File: src/rtl/fdc_pkg.sv
// Shared types and constants for the multi-channel frequency counter.
// Imported by the channel slice and the top level.
package fdc_pkg;

    typedef enum logic [1:0] {
        IDLE  = 2'd0,
        ARM   = 2'd1,
        COUNT = 2'd2
    } fdc_state_t;

    localparam int FDC_SYNC_STAGES = 2;
    localparam int FDC_MIN_CH      = 1;
    localparam int FDC_MAX_CH      = 8;

endpackage

File: src/rtl/fdc_edge_ch.sv
// One measured channel: synchronizer, rising-edge register and
// saturating edge counter with its sat bit.
import fdc_pkg::*;

module fdc_edge_ch #(
    parameter int CNT_W = 16
) (
    input  logic             clk,
    input  logic             rst_n,
    input  logic             sig_in,
    input  logic             clr,
    input  logic             cnt_en,
    output logic [CNT_W-1:0] cnt_nxt,
    output logic             sat_nxt
);

    logic [FDC_SYNC_STAGES-1:0] sync_q, sync_d;
    logic                       prev_q, prev_d;
    logic                       edge_q, edge_d;
    logic [CNT_W-1:0]           cnt_q, cnt_d;
    logic                       sat_q, sat_d;

    // cnt_nxt includes the edge of the current cycle, so the top
    // can latch it in a closing cycle before the clear takes effect
    always_comb begin
        sync_d  = {sync_q[FDC_SYNC_STAGES-2:0], sig_in};
        prev_d  = sync_q[FDC_SYNC_STAGES-1];
        edge_d  = sync_q[FDC_SYNC_STAGES-1] & ~prev_q;
        cnt_nxt = cnt_q;
        sat_nxt = sat_q;
        if (cnt_en && edge_q) begin
            if (&cnt_q) begin
                sat_nxt = 1'b1;
            end else begin
                cnt_nxt = cnt_q + 1'b1;
            end
        end
        cnt_d = clr ? '0 : cnt_nxt;
        sat_d = clr ? 1'b0 : sat_nxt;
    end

    always_ff @(posedge clk or negedge rst_n) begin
        if (!rst_n) begin
            sync_q <= '0;
            prev_q <= 1'b0;
            edge_q <= 1'b0;
            cnt_q  <= '0;
            sat_q  <= 1'b0;
        end else begin
            sync_q <= sync_d;
            prev_q <= prev_d;
            edge_q <= edge_d;
            cnt_q  <= cnt_d;
            sat_q  <= sat_d;
        end
    end

endmodule

File: src/rtl/fdc_multi_core.sv
// Multi-channel frequency-to-digital counter: gate FSM, ref sync,
// result registers and valid/ready result handshake.
import fdc_pkg::*;

module fdc_multi_core #(
    parameter  int N_CH   = 2,
    parameter  int CNT_W  = 16,
    parameter  int GATE_W = 16,
    localparam int SEL_W  = (N_CH > 1) ? $clog2(N_CH) : 1
) (
    input  logic              clk,
    input  logic              rst_n,
    input  logic              ena,
    input  logic [N_CH-1:0]   sig_in,
    input  logic              ref_in,
    input  logic              mode,
    input  logic              cont,
    input  logic              start,
    input  logic [GATE_W-1:0] gate_len,
    input  logic [SEL_W-1:0]  rd_sel,
    output logic [CNT_W-1:0]  rd_data,
    output logic              rd_sat,
    output logic              res_valid,
    input  logic              res_ready,
    output logic              overrun,
    output logic              busy
);

    if (N_CH < FDC_MIN_CH || N_CH > FDC_MAX_CH) begin : g_bad_n_ch
        $error("fdc_multi_core: N_CH out of range");
    end

    fdc_state_t state_q, state_d;
    logic                  mode_q, mode_d;
    logic                  cont_q, cont_d;
    logic [GATE_W-1:0]     glen_q, glen_d;
    logic [GATE_W-1:0]     gate_q, gate_d;
    logic [FDC_SYNC_STAGES-1:0] ref_sync_q, ref_sync_d;
    logic                  ref_prev_q, ref_prev_d;
    logic                  ref_edge_q, ref_edge_d;
    logic [N_CH-1:0][CNT_W-1:0] res_q, res_d;
    logic [N_CH-1:0]       sat_q, sat_d;
    logic                  res_valid_q, res_valid_d;
    logic                  overrun_q, overrun_d;

    logic [N_CH-1:0][CNT_W-1:0] ch_cnt;
    logic [N_CH-1:0]       ch_sat;
    logic                  ch_en;
    logic                  ch_clr;
    logic                  close;
    logic                  start_ok;

    assign start_ok = start && ena && (state_q == IDLE);
    assign ch_en    = ena && (state_q == COUNT);
    assign close    = ch_en && (mode_q ? ref_edge_q
                                       : (gate_q == glen_q - 1'b1));
    assign ch_clr   = close || !ch_en;

    for (genvar g = 0; g < N_CH; g++) begin : g_ch
        fdc_edge_ch #(
            .CNT_W (CNT_W)
        ) u_ch (
            .clk     (clk),
            .rst_n   (rst_n),
            .sig_in  (sig_in[g]),
            .clr     (ch_clr),
            .cnt_en  (ch_en),
            .cnt_nxt (ch_cnt[g]),
            .sat_nxt (ch_sat[g])
        );
    end

    always_comb begin
        ref_sync_d  = {ref_sync_q[FDC_SYNC_STAGES-2:0], ref_in};
        ref_prev_d  = ref_sync_q[FDC_SYNC_STAGES-1];
        ref_edge_d  = ref_sync_q[FDC_SYNC_STAGES-1] & ~ref_prev_q;
        state_d     = state_q;
        mode_d      = mode_q;
        cont_d      = cont_q;
        glen_d      = glen_q;
        gate_d      = gate_q;
        res_d       = res_q;
        sat_d       = sat_q;
        res_valid_d = res_valid_q;
        overrun_d   = overrun_q;

        unique case (state_q)
            IDLE: begin
                if (start_ok) begin
                    mode_d    = mode;
                    cont_d    = cont;
                    glen_d    = (gate_len == '0) ? GATE_W'(1) : gate_len;
                    gate_d    = '0;
                    overrun_d = 1'b0;
                    state_d   = mode ? ARM : COUNT;
                end
            end
            ARM: begin
                if (ref_edge_q) begin
                    state_d = COUNT;
                    gate_d  = '0;
                end
            end
            COUNT: begin
                if (close) begin
                    gate_d = '0;
                    if (!cont_q) state_d = IDLE;
                end else begin
                    gate_d = gate_q + 1'b1;
                end
            end
            default: state_d = IDLE;
        endcase

        if (!ena) state_d = IDLE;

        // a consume in the closing cycle keeps valid up without overrun
        if (close) begin
            res_d       = ch_cnt;
            sat_d       = ch_sat;
            res_valid_d = 1'b1;
            if (res_valid_q && !res_ready) overrun_d = 1'b1;
        end else if (res_valid_q && res_ready) begin
            res_valid_d = 1'b0;
        end
    end

    always_ff @(posedge clk or negedge rst_n) begin
        if (!rst_n) begin
            state_q     <= IDLE;
            mode_q      <= 1'b0;
            cont_q      <= 1'b0;
            glen_q      <= '0;
            gate_q      <= '0;
            ref_sync_q  <= '0;
            ref_prev_q  <= 1'b0;
            ref_edge_q  <= 1'b0;
            res_q       <= '0;
            sat_q       <= '0;
            res_valid_q <= 1'b0;
            overrun_q   <= 1'b0;
        end else begin
            state_q     <= state_d;
            mode_q      <= mode_d;
            cont_q      <= cont_d;
            glen_q      <= glen_d;
            gate_q      <= gate_d;
            ref_sync_q  <= ref_sync_d;
            ref_prev_q  <= ref_prev_d;
            ref_edge_q  <= ref_edge_d;
            res_q       <= res_d;
            sat_q       <= sat_d;
            res_valid_q <= res_valid_d;
            overrun_q   <= overrun_d;
        end
    end

    always_comb begin
        rd_data = '0;
        rd_sat  = 1'b0;
        for (int i = 0; i < N_CH; i++) begin
            if (rd_sel == SEL_W'(i)) begin
                rd_data = res_q[i];
                rd_sat  = sat_q[i];
            end
        end
    end

    assign res_valid = res_valid_q;
    assign overrun   = overrun_q;
    assign busy      = (state_q != IDLE);

endmodule

File: config.mk
export PLATFORM = sky130hd
export DESIGN_NAME = fdc_multi_core
export DESIGN_NICKNAME = d
export VERILOG_FILES = /design/src/rtl/fdc_pkg.sv /design/src/rtl/fdc_edge_ch.sv /design/src/rtl/fdc_multi_core.sv
export SDC_FILE = /design/constraint.sdc
export NUM_CORES = 1
export LEC_CHECK = 0
export ABC_AREA = 0
export BUFFER_PORTS_ARGS = -buffer_cell sky130_fd_sc_hd__buf_4
export CAP_MARGIN = 20
export CORE_ASPECT_RATIO = 1.4
export CORE_MARGIN = 2
export CORE_UTILIZATION = 25
export DETAILED_ROUTE_END_ITERATION = 8
export SLEW_MARGIN = 20
export SYNTH_ARGS = -nofsm -noshare
export SYNTH_HDL_FRONTEND = slang
export SYNTH_SLANG_ARGS = --single-unit
File: constraint.sdc
create_clock -name clk -period 7 [get_ports clk]
set_clock_uncertainty 0.2 [all_clocks]
set_input_delay 0.7 -clock clk [delete_from_list [all_inputs] [get_ports clk]]
set_output_delay 0.7 -clock clk [all_outputs]
set_load 0.02 [all_outputs]
==> results of run 1 <==
[state kept, by name, summed over array words and instances, names as in the netlist, 2 cells and up]
| signal | count |
|---|---|
| g_ch.u_ch.sat_q | 2 |
| g_ch.u_ch.prev_q | 2 |
| res_q | 32 |
| ref_sync_q | 2 |
| state_q | 2 |
| sat_q | 2 |
| g_ch.u_ch.cnt_q | 32 |
| gate_q | 16 |
| g_ch.u_ch.edge_q | 2 |
| g_ch.u_ch.sync_q | 4 |
| glen_q | 16 |
[through the flow]
| stage | worst slack, ns | util, % | hold slack (ns) | cells | area [um2] |
|---|---|---|---|---|---|
| floorplan | 3.69 | - | 0.131 | 608 | 6030 |
| global placement | 3.01 | 27.9 | 0.137 | 940 | 6650 |
| detailed placement | 2.86 | 27.9 | 0.139 | 940 | 6650 |
| CTS | 2.84 | 30.4 | 0.0715 | 972 | 7240 |
| global route | 2.52 | 30.5 | 0.0982 | 973 | 7270 |
| finish | 2.82 | 30.5 | 0.0576 | 973 | 7270 |
[cells by family (layout without fill, tap and decap cells)]
group | count (synthesis) | count (layout)
multiplexers | 55 | 55
AO/OA/AOI/OAI | 91 | 91
buffers and inverters | 70 | 125
AND/OR/NAND/NOR | 224 | 224
flip-flops | 118 | 118
XOR/XNOR | 46 | 46
adder cells (fa/ha/maj) | 4 | 4
[area by class of cell]
cell class / count / area [um2] / area share [%]
multi-input cells: 420 / 2780 / 38.3
repair buffers: 50 / 395 / 5.44
clock inverters: 12 / 129 / 1.77
inverters: 43 / 161 / 2.22
well taps: 310 / 388 / 5.34
flip-flops and latches: 118 / 2950 / 40.6
clock buffers: 20 / 457 / 6.29
[how the worst min path moves through the flow]
stage          depth (start not counted)  slack, ns                   start                      to
4_1_cts                                1       0.07                   rst_n               glen_q[6]
3_3_place_gp                           0       0.14  g_ch[0].u_ch.sync_q[0]  g_ch[0].u_ch.sync_q[1]
6_report                               1       0.06                   rst_n               glen_q[6]
2_1_floorplan                          0       0.13  g_ch[0].u_ch.sync_q[0]  g_ch[0].u_ch.sync_q[1]
3_5_place_dp                           0       0.14           ref_sync_q[0]           ref_sync_q[1]
5_1_grt                                1        0.1                   rst_n               glen_q[6]
[where the power goes]
group,internal (uW),switching (uW)
clock network,540,311
registers,776,76.8
logic,157,202
total,1470,589
[layout by cell type (no fill, tap or decap), types with 14 or more instances in the layout]
| master | instances |
|---|---|
| sky130_fd_sc_hd__buf_4 | 49 |
| sky130_fd_sc_hd__clkbuf_16 | 17 |
| sky130_fd_sc_hd__dfrtp_1 | 118 |
| sky130_fd_sc_hd__inv_1 | 43 |
| sky130_fd_sc_hd__mux2_2 | 24 |
| sky130_fd_sc_hd__mux2i_1 | 30 |
| sky130_fd_sc_hd__nand2_1 | 57 |
| sky130_fd_sc_hd__nand2b_1 | 16 |
| sky130_fd_sc_hd__nand3_1 | 25 |
| sky130_fd_sc_hd__nor2_1 | 54 |
| sky130_fd_sc_hd__nor3_1 | 14 |
| sky130_fd_sc_hd__o21ai_0 | 27 |
| sky130_fd_sc_hd__xnor2_1 | 27 |
| sky130_fd_sc_hd__xor2_1 | 19 |
[layer usage]
layer	routed length (um)	vias up	share of wire (%)
met5	0	-	0
met4	496	0	3.6
met3	444	37	3.2
met2	7270	102	52
met1	5670	2188	41
li1	-	2191	-
[critical path, delay by kind of cell (launching register included)]
family,cells,cell delay (ns)
AOI/OAI and AO/OA,3,1.09
adders and majority gates,1,0.31
buffers and inverters,2,0.41
DFF,1,0.43
muxes,1,0.37
and+or+nand+nor,4,1.22
==> run_summary.xml, run 1 <==
<?xml version="1.0" encoding="UTF-8"?>
<metrics>
  <group name="status">
    <metric name="outcome" unit="">completed</metric>
  </group>
  <group name="placement">
    <metric name="detailedPlacementHpwl" unit="um">9760</metric>
    <metric name="portBuffers" unit="">46</metric>
    <metric name="place_congestion" unit="">0.836</metric>
  </group>
  <group name="cells_and_area">
    <metric name="antenna_diodes" unit="">0</metric>
    <metric name="final_nets" unit="">681</metric>
    <metric name="final_layout_fill_cell_count" unit="">2516</metric>
    <metric name="post_route_cells_drive_above_1_share" unit="%">17.5</metric>
    <metric name="layout-area-overhead-vs-synth" unit="%">20.5</metric>
  </group>
  <group name="synthesis">
    <metric name="synthesis.nets" unit="">639</metric>
    <metric name="synth.most_common_cell" unit="">sky130_fd_sc_hd__dfrtp_1</metric>
    <metric name="mappedNetlistArea" unit="mm2">0.00603</metric>
    <metric name="netlist_instances" unit="">608</metric>
    <metric name="post-synth-top-area-cell" unit="">sky130_fd_sc_hd__dfrtp_1</metric>
    <metric name="share_of_the_synthesized_area_in_compound_gates_ao_oa_aoi_oai" unit="%">10.6</metric>
    <metric name="yosys.area_share.xor_xnor" unit="%">6.68</metric>
    <metric name="most_frequent_cells_after_synthesis" unit="">sky130_fd_sc_hd__dfrtp_1 (118), sky130_fd_sc_hd__nand2_1 (57), sky130_fd_sc_hd__nor2_1 (54)</metric>
    <metric name="synth_async_sr_flop_share" unit="%">100</metric>
    <metric name="synth.ff_latch_count" unit="">118</metric>
    <metric name="ys.warnings.count" unit="">0</metric>
    <metric name="synth_enable_flop_cells" unit="">0</metric>
    <metric name="synth_simple_gate_area_share" unit="%">18.3</metric>
    <metric name="seq_area_frac_synth" unit="%">49.0</metric>
    <metric name="syn-mean-instance-area" unit="um2">9.92</metric>
    <metric name="synthDistinctLibCells" unit="">56</metric>
    <metric name="synth_top_family_by_area" unit="">simple AND/OR/NAND/NOR gates</metric>
    <metric name="ys_top_cells_by_area" unit="">sky130_fd_sc_hd__dfrtp_1 (49%), sky130_fd_sc_hd__mux2i_1 (5.0%), sky130_fd_sc_hd__mux2_2 (4.5%)</metric>
    <metric name="post_synth_mux_area_share" unit="%">9.71</metric>
    <metric name="synthFlopType" unit="">sky130_fd_sc_hd__dfrtp_1</metric>
    <metric name="adder_and_majority_cell_fraction_of_the_synthesized_area" unit="%">0.830</metric>
    <metric name="synth.top_cell.area_share" unit="%">49.0</metric>
  </group>
  <group name="floorplan">
    <metric name="ios" unit="">47</metric>
    <metric name="coreArea" unit="mm2">0.0238</metric>
    <metric name="die-area" unit="mm2">0.0254</metric>
    <metric name="die-height" unit="um">188</metric>
    <metric name="initial_utilization" unit="%">25.3</metric>
    <metric name="die_x" unit="um">135</metric>
    <metric name="placement_rows" unit="">67</metric>
  </group>
  <group name="global_route">
    <metric name="global_route_wire_length_before_repair" unit="um">23300</metric>
    <metric name="globalRouteMet1Util" unit="%">13.0</metric>
    <metric name="grt_remaining_overflow" unit="">0</metric>
    <metric name="grt_use_met3" unit="%">2.54</metric>
    <metric name="use_met2" unit="%">20.5</metric>
    <metric name="grt_antenna_before_repair" unit="">0</metric>
    <metric name="global_route_usage_over_all_layers" unit="%">11.6</metric>
    <metric name="grt_busiest_layer" unit="">met2</metric>
    <metric name="grt_pass1_vias" unit="">4651</metric>
    <metric name="maximum_number_of_pins_on_one_net_before_global_route_repair" unit="">78</metric>
  </group>
  <group name="setup_path">
    <metric name="timing.critical_path.from_type" unit="">register</metric>
    <metric name="worst_r2r_startpoint" unit="">glen_q[0]</metric>
    <metric name="critical_path.endpoint_type" unit="">register</metric>
    <metric name="crit_path_max_incr_delay" unit="ns">0.84</metric>
    <metric name="reg2reg_slack" unit="ns">2.82</metric>
    <metric name="crit_chain" unit="">inv_1 &gt; ha_1 &gt; nor4b_1 &gt; nor2_1 &gt; a2111o_1 &gt; o211ai_2 &gt; nand4b_2 &gt; o31ai_4 &gt; nand3_2 &gt; buf_4 &gt; mux2_4</metric>
    <metric name="cp_data_arrival_time" unit="ns">4.27</metric>
    <metric name="critical-path-slowest-cell" unit="">sky130_fd_sc_hd__nor4b_1</metric>
    <metric name="cp-startpoint" unit="">glen_q[0]</metric>
    <metric name="worstRegToRegCells" unit="">11</metric>
    <metric name="type_of_the_setup_path_with_the_least_slack" unit="">register to register</metric>
    <metric name="critical_path.endpoint" unit="">sat_q[0]</metric>
    <metric name="cp_max_fo" unit="">36</metric>
    <metric name="r2r_endpoint" unit="">sat_q[0]</metric>
    <metric name="critical_path_required" unit="ns">7.10</metric>
  </group>
  <group name="timing">
    <metric name="setup_viol_count_final" unit="">0</metric>
    <metric name="report.final.slew_viol_count" unit="">0</metric>
    <metric name="timing.final.crit_share" unit="%">59.6</metric>
    <metric name="timing.slew.headroom" unit="%">32.7</metric>
    <metric name="final.setup.tns" unit="ns">0</metric>
    <metric name="timing_worst_slew_pin_value" unit="ns">0.995</metric>
    <metric name="grt_setup_unrepaired" unit="">no</metric>
    <metric name="finalWorstPathRequiredPeriod" unit="ns">4.18</metric>
    <metric name="report.final.hold_viol_count" unit="">0</metric>
    <metric name="max_clock_freq" unit="MHz">240</metric>
  </group>
  <group name="cts">
    <metric name="tritoncts" unit="">done</metric>
    <metric name="total_cts_buffers" unit="">17</metric>
    <metric name="numClockSinks" unit="">118</metric>
    <metric name="clkLatencyLatePin" unit="ns">0.42</metric>
    <metric name="cts.htree.levels" unit="">4</metric>
    <metric name="cts_resized" unit="">0</metric>
    <metric name="cts.path.max_buffers" unit="">2</metric>
    <metric name="cts-hold-fix-buffers" unit="">0</metric>
    <metric name="clkSlewWorstSetupHoldPaths" unit="ns">0.06</metric>
    <metric name="post_cts_setup_driven_buffer_insertion_count" unit="">0</metric>
    <metric name="clock_tree.root_cell" unit="">sky130_fd_sc_hd__clkbuf_16</metric>
  </group>
  <group name="drt">
    <metric name="drc" unit="">0</metric>
    <metric name="first_pass_iters" unit="">4</metric>
    <metric name="via_count" unit="">4518</metric>
    <metric name="initialDrtViolationCount" unit="">323</metric>
    <metric name="routed_via_density" unit="">4.64</metric>
    <metric name="route.detailed.wl_per_inst" unit="um">14.3</metric>
    <metric name="residual_antenna_violating_net_count_after_detailed_routing" unit="">0</metric>
    <metric name="wirelength" unit="um">13900</metric>
  </group>
  <group name="min_path">
    <metric name="hp-class" unit="">input port to asynchronous set/reset pin</metric>
  </group>
  <group name="pwr">
    <metric name="power.ir.vdd_worst" unit="V">0.000178</metric>
    <metric name="static_leak" unit="uW">0.00338</metric>
    <metric name="power.density_cell_area" unit="mW/mm2">284</metric>
    <metric name="report.power.total" unit="uW">2060</metric>
  </group>
  <group name="run">
    <metric name="cap_viol_max_count" unit="">0</metric>
  </group>
</metrics>
Power figures use the tool's default switching activity.
==> run 2: changes to the inputs <==
- ABC_AREA: 0 -> 1
- clock period: 7 -> 3.8 ns (I/O delays scaled with it)
==> run 2 against run 1 <==
Sequential share of layout area down 1.3 points. Critical path depth increased by 4. Register-to-register slack worse by 1.9 ns. Sequential cell count unchanged. Setup slack worse by 1.9 ns. Worst hold slack got worse by 0.030 ns. Core utilization increased by 0.91 points. Clock power is 96% higher. Total power rose by 87%. Combinational power rose by 100%. Maximum frequency grew 44%. Sequential power up 72%. Largest cell class unchanged. Highest routed layer unchanged.
==> run_summary.xml, run 2 <==
<?xml version="1.0" encoding="UTF-8"?>
<metrics>
  <group name="pwr">
    <metric name="power.ir.vdd_worst" unit="V">0.000304</metric>
    <metric name="power.switching_fraction" unit="%">29.1</metric>
    <metric name="power.combinational.fraction" unit="%">18.9</metric>
    <metric name="static_leak" unit="uW">0.00353</metric>
    <metric name="power.density_cell_area" unit="mW/mm2">515</metric>
    <metric name="p_int" unit="uW">2740</metric>
    <metric name="seq_power_share" unit="%">38.0</metric>
    <metric name="total_switching_power" unit="uW">1130</metric>
    <metric name="share_clk_of_total_power" unit="%">43.1</metric>
  </group>
  <group name="drt">
    <metric name="via_count" unit="">4825</metric>
    <metric name="drc" unit="">0</metric>
    <metric name="initialDrtViolationCount" unit="">247</metric>
    <metric name="first_pass_iters" unit="">4</metric>
    <metric name="residual_antenna_violating_net_count_after_detailed_routing" unit="">0</metric>
    <metric name="route.detailed.wl_per_inst" unit="um">12.4</metric>
    <metric name="routed_via_density" unit="">4.32</metric>
    <metric name="wirelength" unit="um">13800</metric>
  </group>
  <group name="timing">
    <metric name="timing.slew.headroom" unit="%">38.7</metric>
    <metric name="timing.final.crit_share" unit="%">76.1</metric>
    <metric name="max_clock_freq" unit="MHz">346</metric>
    <metric name="finalWorstPathRequiredPeriod" unit="ns">2.89</metric>
    <metric name="timing_worst_slew_pin_value" unit="ns">0.920</metric>
    <metric name="fin_hold_ws" unit="ns">0.0278</metric>
    <metric name="setup_viol_count_final" unit="">0</metric>
    <metric name="grt_setup_unrepaired" unit="">no</metric>
    <metric name="final.setup.tns" unit="ns">0</metric>
    <metric name="report.final.slew_viol_count" unit="">0</metric>
    <metric name="report.final.hold_viol_count" unit="">0</metric>
  </group>
  <group name="setup_path">
    <metric name="crit_path_max_incr_delay" unit="ns">0.46</metric>
    <metric name="critical-path-top-delay-family" unit="">simple AND/OR/NAND/NOR gates</metric>
    <metric name="critical_path_required" unit="ns">3.86</metric>
    <metric name="crit_chain" unit="">inv_1 &gt; ha_1 &gt; nand2_2 &gt; nor2_4 &gt; nand2_1 &gt; nand2_1 &gt; nand2_1 &gt; nor2_1 &gt; nand2_1 &gt; nor2_1 &gt; nand2_2 &gt; nand2_4 &gt; nand2_4 &gt; nand2_1 &gt; o21ai_2</metric>
    <metric name="timing.critical_path.from_type" unit="">register</metric>
    <metric name="cp_max_fo" unit="">84</metric>
    <metric name="worst_r2r_startpoint" unit="">glen_q[0]</metric>
    <metric name="type_of_the_setup_path_with_the_least_slack" unit="">register to register</metric>
    <metric name="cp_data_arrival_time" unit="ns">2.95</metric>
    <metric name="reg2reg_slack" unit="ns">0.91</metric>
    <metric name="worstRegToRegCells" unit="">15</metric>
    <metric name="critPathBufInv" unit="">1</metric>
    <metric name="critical-path-slowest-cell" unit="">sky130_fd_sc_hd__nand2_4</metric>
    <metric name="critical_path.endpoint_type" unit="">register</metric>
    <metric name="crit_top_cell" unit="">sky130_fd_sc_hd__nand2_1</metric>
    <metric name="r2r_endpoint" unit="">res_q[17]</metric>
  </group>
  <group name="floorplan">
    <metric name="coreArea" unit="mm2">0.0239</metric>
    <metric name="placement_rows" unit="">67</metric>
    <metric name="die-area" unit="mm2">0.0256</metric>
    <metric name="initial_utilization" unit="%">25.4</metric>
    <metric name="die-height" unit="um">188</metric>
    <metric name="die_x" unit="um">136</metric>
    <metric name="ios" unit="">47</metric>
  </group>
  <group name="global_route">
    <metric name="grt_antenna_before_repair" unit="">0</metric>
    <metric name="global_route_usage_over_all_layers" unit="%">11.7</metric>
    <metric name="grt_remaining_overflow" unit="">0</metric>
    <metric name="maximum_number_of_pins_on_one_net_before_global_route_repair" unit="">85</metric>
    <metric name="grt_pass1_vias" unit="">4924</metric>
    <metric name="global_route_wire_length_before_repair" unit="um">23500</metric>
  </group>
  <group name="cells_and_area">
    <metric name="final_layout_fill_cell_count" unit="">2513</metric>
    <metric name="mostFrequentLayoutCell" unit="">sky130_fd_sc_hd__nand2_1</metric>
    <metric name="layout_common_cells" unit="">sky130_fd_sc_hd__nand2_1 (195), sky130_fd_sc_hd__dfrtp_1 (118), sky130_fd_sc_hd__nor2_1 (86)</metric>
    <metric name="final_nets" unit="">825</metric>
    <metric name="postLayoutCoreUtil" unit="%">31.4</metric>
    <metric name="largestRegisters" unit="">g_ch.u_ch.cnt_q: 32 flops, res_q: 32 flops</metric>
    <metric name="antenna_diodes" unit="">0</metric>
    <metric name="post_route_cells_drive_above_1_share" unit="%">15.8</metric>
    <metric name="instances_no_fill" unit="">1116</metric>
    <metric name="fin_area" unit="mm2">0.00751</metric>
    <metric name="layout-area-overhead-vs-synth" unit="%">23.7</metric>
  </group>
  <group name="status">
    <metric name="outcome" unit="">completed</metric>
  </group>
  <group name="cts">
    <metric name="post_cts_setup_driven_buffer_insertion_count" unit="">0</metric>
    <metric name="total_cts_buffers" unit="">17</metric>
    <metric name="clkLatencyLatePin" unit="ns">0.41</metric>
    <metric name="tritoncts" unit="">done</metric>
    <metric name="clkSlewWorstSetupHoldPaths" unit="ns">0.05</metric>
    <metric name="cts_resized" unit="">0</metric>
    <metric name="cts.path.max_buffers" unit="">2</metric>
    <metric name="cts-hold-fix-buffers" unit="">20</metric>
    <metric name="cts.htree.levels" unit="">4</metric>
    <metric name="clock_tree.root_cell" unit="">sky130_fd_sc_hd__clkbuf_16</metric>
    <metric name="numClockSinks" unit="">118</metric>
  </group>
  <group name="synthesis">
    <metric name="synth.most_common_cell" unit="">sky130_fd_sc_hd__nand2_1</metric>
    <metric name="syn-mean-instance-area" unit="um2">8.34</metric>
    <metric name="post-synth-top-area-cell" unit="">sky130_fd_sc_hd__dfrtp_1</metric>
    <metric name="synth_async_sr_flop_share" unit="%">100</metric>
    <metric name="synth_enable_flop_cells" unit="">0</metric>
    <metric name="netlist_instances" unit="">728</metric>
    <metric name="ys_top_cells_by_area" unit="">sky130_fd_sc_hd__dfrtp_1 (49%), sky130_fd_sc_hd__nand2_1 (12%), sky130_fd_sc_hd__nor2_1 (5.4%)</metric>
    <metric name="synthesis.nets" unit="">759</metric>
    <metric name="seq_area_frac_synth" unit="%">48.7</metric>
    <metric name="ys.warnings.count" unit="">0</metric>
    <metric name="synth.ff_latch_count" unit="">118</metric>
    <metric name="synthFlopType" unit="">sky130_fd_sc_hd__dfrtp_1</metric>
    <metric name="synth.top_cell.area_share" unit="%">48.7</metric>
    <metric name="mappedNetlistArea" unit="mm2">0.00607</metric>
    <metric name="synthDistinctLibCells" unit="">35</metric>
    <metric name="most_frequent_cells_after_synthesis" unit="">sky130_fd_sc_hd__nand2_1 (195), sky130_fd_sc_hd__dfrtp_1 (118), sky130_fd_sc_hd__nor2_1 (87)</metric>
  </group>
  <group name="min_path">
    <metric name="hold-path-cell-count" unit="">3</metric>
    <metric name="hp-class" unit="">input port to register</metric>
    <metric name="hp-start" unit="">mode</metric>
    <metric name="holdPathEnd" unit="">state_q[0]</metric>
  </group>
  <group name="placement">
    <metric name="portBuffers" unit="">46</metric>
    <metric name="numPlacedInstances" unit="">1065</metric>
    <metric name="place_congestion" unit="">0.817</metric>
    <metric name="place_area" unit="mm2">0.00670</metric>
    <metric name="detailedPlacementHpwl" unit="um">9610</metric>
  </group>
  <group name="run">
    <metric name="cap_viol_max_count" unit="">0</metric>
  </group>
</metrics>
-- run 2: layer usage --
| metal | GRT usage, % | vias up | share of wire (%) |
|---|---|---|---|
| met5 | 0 | - | 0 |
| met4 | 4.21 | 0 | 1.8 |
| met3 | 3.07 | 17 | 3.3 |
| met2 | 20.6 | 93 | 52 |
| met1 | 13.5 | 2253 | 43 |
| li1 | - | 2462 | - |
-- run 2: through the flow --
stage	total power (uW)	setup WS, ns
finish	3870	0.908
floorplan	1990	1.54
global route	4100	0.577
global placement	2200	0.994
detailed placement	2210	0.923
CTS	3920	0.903
-- run 2: area by class of cell --
type / instances / area, um2 / share of cell area (%)
flip-flops and latches: 118 / 2950 / 39.3
multi-input cells: 520 / 2720 / 36.2
repair buffers: 69 / 581 / 7.73
clock buffers: 21 / 460 / 6.13
well taps: 310 / 388 / 5.17
inverters: 68 / 255 / 3.40
clock inverters: 10 / 153 / 2.03
-- run 2: power by group through the flow --
stage	Combinational [uW]	Sequential [uW]	Clock [uW]
CTS	744	1470	1710
floorplan	528	1460	0
detailed placement	724	1490	0
global route	843	1480	1770
global placement	716	1490	0
finish	731	1470	1670
-- run 2: cells by family after synthesis --
group / share of synthesized area, %
adders and majority gates: 0.825
AOI/OAI and AO/OA: 6.56
and+or+nand+nor: 27.4
DFF: 48.7
muxes: 3.48
buffers and inverters: 6.58
xor gates and xnor gates: 6.49
-- run 2: worst max path at each step --
stage                           end  slack (ns)  depth (start not counted)       from
after global routing      res_q[29]        0.58                         15  glen_q[0]
after detailed placement  res_q[12]        0.92                         15  glen_q[0]
after floorplan           res_q[20]        1.54                         17  glen_q[0]
final                     res_q[17]        0.91                         15  glen_q[0]
after CTS                 res_q[12]        0.90                         15  glen_q[0]
after global placement    res_valid        0.99                         11  glen_q[3]
-- run 2: worst reg2reg max path: cells and delay by family, from the launching register on --
kind / cells / cell delay (ns)
and+or+nand+nor: 12 / 1.67
DFF: 1 / 0.38
adders and majority gates: 1 / 0.26
buffers and inverters: 1 / 0.16
AOI/OAI and AO/OA: 1 / 0.07
